## src/rtl/wb_sram16_pkg.sv

```systemverilog
// Shared types and constants for the 16-bit async SRAM Wishbone controller.
// Latency: n/a (types only).
// Backpressure: n/a.
package wb_sram16_pkg;

  // Width of the per-phase strobe counter; wait_cycles must fit (1..15).
  localparam int WAIT_CNT_W = 4;

  // Halfword select: HI phase carries bus bits [31:16] at even SRAM address.
  localparam logic PHASE_HI = 1'b0;
  localparam logic PHASE_LO = 1'b1;

  typedef enum logic [2:0] {
    IDLE     = 3'd0,
    HI_SETUP = 3'd1,
    HI_STB   = 3'd2,
    LO_SETUP = 3'd3,
    LO_STB   = 3'd4,
    ACK      = 3'd5
  } state_t;

endpackage

```

## src/rtl/wb_sram16_if.sv

```systemverilog
// Wishbone classic slave bus (32-bit data, byte lanes, single-cycle ack).
// Latency: n/a (wiring only).
// Backpressure: master holds cyc/stb until ack; slave stalls by withholding ack.
// Ports: wb_adr_i/wb_dat_i/wb_sel_i/wb_we_i/wb_stb_i/wb_cyc_i master->slave,
//        wb_dat_o/wb_ack_o slave->master.
interface wb_sram16_if;
  logic [31:0] wb_adr_i;
  logic [31:0] wb_dat_i;
  logic [31:0] wb_dat_o;
  logic [3:0]  wb_sel_i;
  logic        wb_stb_i;
  logic        wb_cyc_i;
  logic        wb_we_i;
  logic        wb_ack_o;

  modport master (
    output wb_adr_i, wb_dat_i, wb_sel_i, wb_stb_i, wb_cyc_i, wb_we_i,
    input  wb_dat_o, wb_ack_o
  );

  modport slave (
    input  wb_adr_i, wb_dat_i, wb_sel_i, wb_stb_i, wb_cyc_i, wb_we_i,
    output wb_dat_o, wb_ack_o
  );
endinterface

```

## src/rtl/wb_sram16.sv

```systemverilog
// Wishbone slave bridging 32-bit accesses onto a 16-bit async SRAM (two timed phases).
// Latency: full access ack at cycle 2W+3, single-phase write W+2, empty write 1.
// Backpressure: ack withheld until SRAM phases finish; one IDLE cycle between accesses.
// Ports: clk/reset; wb (Wishbone slave modport); sram_adr, sram_dat_o/sram_dat_i,
//        sram_dat_oe (pad drive), sram_ce_n/oe_n/we_n/ub_n/lb_n (active-low controls).
module wb_sram16
  import wb_sram16_pkg::*;
#(
  parameter int adr_width   = 18,
  parameter int wait_cycles = 2
) (
  input  logic                 clk,
  input  logic                 reset,
  wb_sram16_if.slave           wb,
  output logic [adr_width-1:0] sram_adr,
  output logic [15:0]          sram_dat_o,
  input  logic [15:0]          sram_dat_i,
  output logic                 sram_dat_oe,
  output logic                 sram_ce_n,
  output logic                 sram_oe_n,
  output logic                 sram_we_n,
  output logic                 sram_ub_n,
  output logic                 sram_lb_n
);

  state_t                  state;
  logic [WAIT_CNT_W-1:0]   cnt;
  logic                    we_r;
  logic [3:0]              sel_r;
  logic [31:0]             dat_r;
  logic [adr_width-2:0]    word_r;

  // Request attributes: taken straight from the bus in IDLE, from the latched
  // copy once the access is under way.
  logic                    s_we;
  logic [3:0]              s_sel;
  logic [31:0]             s_dat;
  logic [adr_width-2:0]    s_word;
  logic                    req;
  logic                    stb_done;
  logic                    start;
  logic                    nxt_phase;

  // Address bits outside the word index are ignored by design.
  logic                    unused_adr;
  assign unused_adr = &{1'b0, wb.wb_adr_i[31:adr_width+1], wb.wb_adr_i[1:0]};

  function automatic logic hi_used(logic we, logic [3:0] sel);
    return !we || (|sel[3:2]);
  endfunction

  function automatic logic lo_used(logic we, logic [3:0] sel);
    return !we || (|sel[1:0]);
  endfunction

  // Reads always enable both byte lanes; writes enable only selected bytes.
  function automatic logic [1:0] lanes_n(logic we, logic [3:0] sel, logic phase);
    if (!we) return 2'b00;
    return (phase == PHASE_HI) ? ~sel[3:2] : ~sel[1:0];
  endfunction

  function automatic logic [15:0] half(logic [31:0] d, logic phase);
    return (phase == PHASE_HI) ? d[31:16] : d[15:0];
  endfunction

  assign req = wb.wb_cyc_i & wb.wb_stb_i;

  always_comb begin
    if (state == IDLE) begin
      s_we   = wb.wb_we_i;
      s_sel  = wb.wb_sel_i;
      s_dat  = wb.wb_dat_i;
      s_word = wb.wb_adr_i[adr_width:2];
    end else begin
      s_we   = we_r;
      s_sel  = sel_r;
      s_dat  = dat_r;
      s_word = word_r;
    end
    stb_done  = ((state == HI_STB) || (state == LO_STB)) && (cnt == '0);
    nxt_phase = ((state == IDLE) && hi_used(s_we, s_sel)) ? PHASE_HI : PHASE_LO;
    // A SETUP is entered from IDLE (unless the write has no lanes) or after the
    // HI strobe when the LO half is still needed and the master is still there.
    start = ((state == IDLE) && req && !(s_we && (s_sel == 4'b0000))) ||
            ((state == HI_STB) && stb_done && req && lo_used(we_r, sel_r));
  end

  always_ff @(posedge clk or posedge reset) begin
    if (reset) begin
      state       <= IDLE;
      cnt         <= '0;
      we_r        <= 1'b0;
      sel_r       <= '0;
      dat_r       <= '0;
      word_r      <= '0;
      wb.wb_ack_o <= 1'b0;
      wb.wb_dat_o <= '0;
      sram_adr    <= '0;
      sram_dat_o  <= '0;
      sram_dat_oe <= 1'b0;
      sram_ce_n   <= 1'b1;
      sram_oe_n   <= 1'b1;
      sram_we_n   <= 1'b1;
      sram_ub_n   <= 1'b1;
      sram_lb_n   <= 1'b1;
    end else begin
      wb.wb_ack_o <= 1'b0;
      case (state)
        IDLE: begin
          if (req) begin
            we_r   <= wb.wb_we_i;
            sel_r  <= wb.wb_sel_i;
            dat_r  <= wb.wb_dat_i;
            word_r <= wb.wb_adr_i[adr_width:2];
            if (wb.wb_we_i && (wb.wb_sel_i == 4'b0000)) begin
              state       <= ACK;
              wb.wb_ack_o <= 1'b1;
            end else begin
              state <= hi_used(wb.wb_we_i, wb.wb_sel_i) ? HI_SETUP : LO_SETUP;
            end
          end
        end
        HI_SETUP, LO_SETUP: begin
          state     <= (state == HI_SETUP) ? HI_STB : LO_STB;
          cnt       <= WAIT_CNT_W'(wait_cycles - 1);
          sram_we_n <= ~we_r;
          sram_oe_n <= we_r;
        end
        HI_STB, LO_STB: begin
          if (cnt != '0) begin
            cnt <= cnt - 1'b1;
          end else begin
            // Strobe always runs to completion; an abort is honoured only here.
            sram_we_n <= 1'b1;
            sram_oe_n <= 1'b1;
            if (!we_r) begin
              if (state == HI_STB) wb.wb_dat_o[31:16] <= sram_dat_i;
              else                 wb.wb_dat_o[15:0]  <= sram_dat_i;
            end
            if (!req) begin
              state <= IDLE;
            end else if ((state == HI_STB) && lo_used(we_r, sel_r)) begin
              state <= LO_SETUP;
            end else begin
              state       <= ACK;
              wb.wb_ack_o <= 1'b1;
            end
          end
        end
        ACK:     state <= IDLE;
        default: state <= IDLE;
      endcase

      // Chip-level controls: set up a phase, or release the chip when a strobe ends
      // without a following phase. Address/data hold until the next phase edge.
      if (start) begin
        sram_ce_n              <= 1'b0;
        sram_adr               <= {s_word, nxt_phase};
        sram_dat_oe            <= s_we;
        {sram_ub_n, sram_lb_n} <= lanes_n(s_we, s_sel, nxt_phase);
        if (s_we) sram_dat_o <= half(s_dat, nxt_phase);
      end else if (stb_done) begin
        sram_ce_n   <= 1'b1;
        sram_dat_oe <= 1'b0;
        sram_ub_n   <= 1'b1;
        sram_lb_n   <= 1'b1;
      end
    end
  end

endmodule
```

## src/flat_wrapper.sv

```systemverilog
// flat-port wrapper written by rule: the top's interface ports become plain ports
module wb_sram16_flat import wb_sram16_pkg::*;
#(
  parameter int adr_width   = 18,
  parameter int wait_cycles = 2
)
  (clk, reset, sram_adr, sram_dat_o, sram_dat_i, sram_dat_oe, sram_ce_n, sram_oe_n, sram_we_n, sram_ub_n, sram_lb_n, wb_wb_adr_i, wb_wb_dat_i, wb_wb_sel_i, wb_wb_stb_i, wb_wb_cyc_i, wb_wb_we_i, wb_wb_dat_o, wb_wb_ack_o);
  wb_sram16_if wb_i ();
  input  logic clk;
  input  logic reset;
  output logic [adr_width-1:0] sram_adr;
  output logic [15:0] sram_dat_o;
  input  logic [15:0] sram_dat_i;
  output logic sram_dat_oe;
  output logic sram_ce_n;
  output logic sram_oe_n;
  output logic sram_we_n;
  output logic sram_ub_n;
  output logic sram_lb_n;
  input wire logic [$bits(wb_i.wb_adr_i)-1:0] wb_wb_adr_i;
  input wire logic [$bits(wb_i.wb_dat_i)-1:0] wb_wb_dat_i;
  input wire logic [$bits(wb_i.wb_sel_i)-1:0] wb_wb_sel_i;
  input wire logic [$bits(wb_i.wb_stb_i)-1:0] wb_wb_stb_i;
  input wire logic [$bits(wb_i.wb_cyc_i)-1:0] wb_wb_cyc_i;
  input wire logic [$bits(wb_i.wb_we_i)-1:0] wb_wb_we_i;
  output wire logic [$bits(wb_i.wb_dat_o)-1:0] wb_wb_dat_o;
  output wire logic [$bits(wb_i.wb_ack_o)-1:0] wb_wb_ack_o;
  assign wb_i.wb_adr_i = wb_wb_adr_i;
  assign wb_i.wb_dat_i = wb_wb_dat_i;
  assign wb_i.wb_sel_i = wb_wb_sel_i;
  assign wb_i.wb_stb_i = wb_wb_stb_i;
  assign wb_i.wb_cyc_i = wb_wb_cyc_i;
  assign wb_i.wb_we_i = wb_wb_we_i;
  assign wb_wb_dat_o = wb_i.wb_dat_o;
  assign wb_wb_ack_o = wb_i.wb_ack_o;
  wb_sram16 #(.adr_width(adr_width), .wait_cycles(wait_cycles)) u_core (.clk(clk), .reset(reset), .wb(wb_i), .sram_adr(sram_adr), .sram_dat_o(sram_dat_o), .sram_dat_i(sram_dat_i), .sram_dat_oe(sram_dat_oe), .sram_ce_n(sram_ce_n), .sram_oe_n(sram_oe_n), .sram_we_n(sram_we_n), .sram_ub_n(sram_ub_n), .sram_lb_n(sram_lb_n));
endmodule
```

## config.mk

```make
export PLATFORM = sky130hd
export DESIGN_NAME = wb_sram16_flat
export DESIGN_NICKNAME = d
export VERILOG_FILES = /design/src/rtl/wb_sram16_pkg.sv /design/src/rtl/wb_sram16_if.sv /design/src/rtl/wb_sram16.sv /design/src/flat_wrapper.sv
export SDC_FILE = /design/constraint.sdc
export NUM_CORES = 1
export LEC_CHECK = 0
export ABC_AREA = 1
export BUFFER_PORTS_ARGS = -buffer_cell sky130_fd_sc_hd__buf_2
export CAP_MARGIN = 20
export CORE_UTILIZATION = 51
export CTS_CLUSTER_SIZE = 10
export DETAILED_ROUTE_END_ITERATION = 10
export GPL_ROUTABILITY_DRIVEN = 1
export PLACE_DENSITY = 0.89
export SYNTH_ARGS = -nofsm -noshare
export SYNTH_HDL_FRONTEND = slang
export SYNTH_SLANG_ARGS = --single-unit
export TNS_END_PERCENT = 20
```

## constraint.sdc

```tcl
create_clock -name clk -period 4.4 [get_ports clk]
set_input_delay 0.88 -clock clk [delete_from_list [all_inputs] [get_ports clk]]
set_output_delay 0.88 -clock clk [all_outputs]
set_load 0.05 [all_outputs]
```

==> impl_metrics.yaml <==
power_and_ir_drop:
  leakage_nw: 3.73
  max-vdd-ir-drop_mv: 0.439
  power_mw: 5.81
  power.density_nw_per_um2: 852
placement:
  gp_congestion: 0.913
  post_dp_cell_area_um2: 6240
  hpwl_um: 8300
  portBuffers: 146
  preCtsSetupSlack_ns: 1.43
  post-place-cells: 881
logic_synthesis:
  syn_area_um2: 5500
  synth_cell_types: 33
  synth_edf_count: 0
  avgSynthCellArea_um2: 8.75
  synth-seq-cells: 118
  synth-simple-area-share_pct: 23.4
  synthXorXnorAreaFrac_pct: 0
  syn_nets: 718
  synth_adder_area_share_pct: 0.228
  async_flop_share_pct: 100
  ys.flop_type: "dfrtp_1"
  synth.area.top_cells: "dfrtp_1 (51%), nand2_1 (14%), o21ai_0 (7.0%), mux2_2 (6.6%), nand3_1 (5.3%)"
  syn-instance-count: 628
  yosysTopAreaCellShare_pct: 51.4
  synth_top_cell_by_area: "dfrtp_1"
  synth_compound_area_share_pct: 8.42
  synthMuxAreaShare_pct: 6.55
  synth_top_family_by_area: "simple AND/OR/NAND/NOR gates"
  yosysSeqAreaShare_pct: 53.8
  yosys_warnings: 0
die:
  die_w_um: 106
  fp.dieH_um: 106
  initial_core_util_pct: 53.0
  row_count: 37
  ios: 162
  fp.coreArea_um2: 10400
  dieArea_um2: 11200
detailed_routing:
  routed-via-count: 4563
  wl_per_cell_um: 13.2
  wl_um: 12000
  vias_per_cell: 4.99
  first_iter_violations: 379
  drt.antenna.violating_nets: 0
  drc: 0
  firstDrtPassIters: 7
timing:
  hold_ws_ns: 0.469
  relSlewSlack_pct: 35.5
  max_freq_mhz: 337
  setup_violations: 0
  period_needed_ns: 2.97
  hold_violations: 0
  tightest_slew_ns: 0.966
  period_share_pct: 67.5
  rsz0062_at_grt: "false"
  finalClockSkew_ns: 0.00552
  finalMaxSlewViolations: 0
  timing.setup.tns_ns: 0
  fin_ws_ns: 1.43
clocking:
  clk_pin_slew_worst_paths_ns: 0.05
  ctsResizeCount: 0
  htree_levels: 4
  cts_hold_buffers: 0
  root_buffer: "clkbuf_8"
  post-cts-setup-buffer-count: 0
  worstSkewPairLatency_ns: 0.50
  clock_path_buffers: 2
  cts.sinks: 118
  numCtsBuffers: 17
  cts_tree: "built"
grt:
  grt_antenna_before_repair: 1
  grt_pass1_vias: 4235
  grt_util_all_layers_pct: 23.2
  overflow: 0
  grt_pass1_wl_um: 20300
  grt_max_degree: 76
critical_path:
  reg2reg_from: "u_core.state[1]"
  rrSetupSlack_ns: 1.43
  crit_path_end_kind: "flip-flop"
  r2r_cells: 11
  path_class: "reg2reg"
  rr_endpoint: "u_core.sram_dat_o[6]"
  arrival_ns: 3.36
  required_ns: 4.79
  worst_setup_path_start_kind: "flip-flop"
  crit_fanout: 37
final_layout:
  nFillCells: 863
  nets: 854
  fin_cells: 914
  final_area_um2: 6820
  area_growth_pct: 24.1
  final_core_util_pct: 65.8
  drive_gt1_share_pct: 30.5
worst_hold_path:
  hold_depth: 2
  min_path_type: "reg2reg"
  min_from: "u_core.sram_dat_o[7]"
  holdPathEnd: "u_core.sram_dat_o[7]"
status:
  status: "finished, final reports clean"
flow_run:
  maxCapViolations: 0
-- area by class of cell --
class / count / area (µm²) / area share [%]
antenna: 1 / 2.50 / 0.0367
clock buffer: 23 / 457 / 6.69
clock inverter: 9 / 125 / 1.83
inverter: 59 / 225 / 3.30
multi-input combinational: 418 / 2120 / 31.1
sequential: 118 / 2960 / 43.4
tap: 136 / 170 / 2.49
timing repair buffer: 150 / 761 / 11.2
-- per-layer routing --
layer / share of wire (%) / wire [µm] / GRT usage [%]
met5: 0 / 0 / 0
met4: 2.3 / 279 / 10.5
met3: 6.9 / 826 / 6.43
met2: 46 / 5540 / 35.2
met1: 45 / 5390 / 31.1
-- power by group --
part	internal, mW	switching, mW
combinational	0.693	1.96
clock	0.887	0.454
sequential	1.57	0.241
-- cell families (layout without fill, tap and decap cells) --
| family | Yosys count | after routing |
|---|---|---|
| AND/OR/NAND/NOR | 295 | 295 |
| flip-flops | 118 | 118 |
| buffers and inverters | 92 | 241 |
| AO/OA/AOI/OAI | 90 | 90 |
| multiplexers | 32 | 32 |
| adder cells (fa/ha/maj) | 1 | 1 |
| other | 0 | 1 |
-- placed cells by master, fill, tap and decap left out, types with 3 or more instances in the layout --
cell       count
bufinv_16      3
inv_2          3
nor2_1         9
clkbuf_1       4
nand3_1       58
nand2_2        6
nand2_4        4
clkinv_2       5
dfstp_2        5
clkbuf_16     16
a21oi_1        7
o21ai_0       77
inv_1         53
nand2_1      205
dfrtp_1      113
buf_2        146
clkbuf_8       3
buf_4          4
mux2_2        32
-- sequential cells by signal, summed over array words and instances, names as in the netlist --
name	cells
u_core.wb.wb_dat_o	32
u_core.sram_we_n	1
u_core.sram_oe_n	1
u_core.sram_lb_n	1
u_core.sram_adr	18
u_core.sram_ce_n	1
u_core.sram_dat_o	16
u_core.sel_r	4
u_core.wb.wb_ack_o	1
u_core.sram_dat_oe	1
u_core.we_r	1
u_core.cnt	4
u_core.state	3
u_core.sram_ub_n	1
u_core.dat_r	16
u_core.word_r	17
-- how the worst max path moves through the flow --
stage | slack, ns | cells after the start | startpoint | endpoint
floorplan | 0.40 | 1 | reset | u_core.cnt[0]
global placement | 1.48 | 11 | u_core.state[1] | u_core.sram_dat_o[14]
detailed placement | 1.43 | 11 | u_core.state[1] | u_core.sram_dat_o[6]
CTS | 1.41 | 11 | u_core.state[1] | u_core.sram_dat_o[0]
global route | 1.06 | 11 | u_core.state[1] | u_core.sram_dat_o[12]
finish | 1.43 | 11 | u_core.state[1] | u_core.sram_dat_o[6]
-- critical path: stages, from the launching register on --
cell and delay, ns:
dfrtp_1 0.44, nor2_4 0.25, nand2_2 0.41, nand2_1 0.21, nand3_1 0.09, nor2_1 0.10
nand2_1 0.07, nand2_2 0.36, nand2_2 0.40, buf_4 0.34, nand3_1 0.11, nand2_1 0.07
-- Yosys cell counts (all sizes together) (2+ instances only) --
master / instances
a21oi: 7
buf: 19
clkbuf: 14
clkinv: 2
dfrtp: 113
dfstp: 5
inv: 57
mux2: 32
nand2: 215
nand3: 59
nand3b: 2
nand4: 3
nor2: 13
nor3: 2
o21ai: 77
o22ai: 2
(Power assumes the default switching activity.)
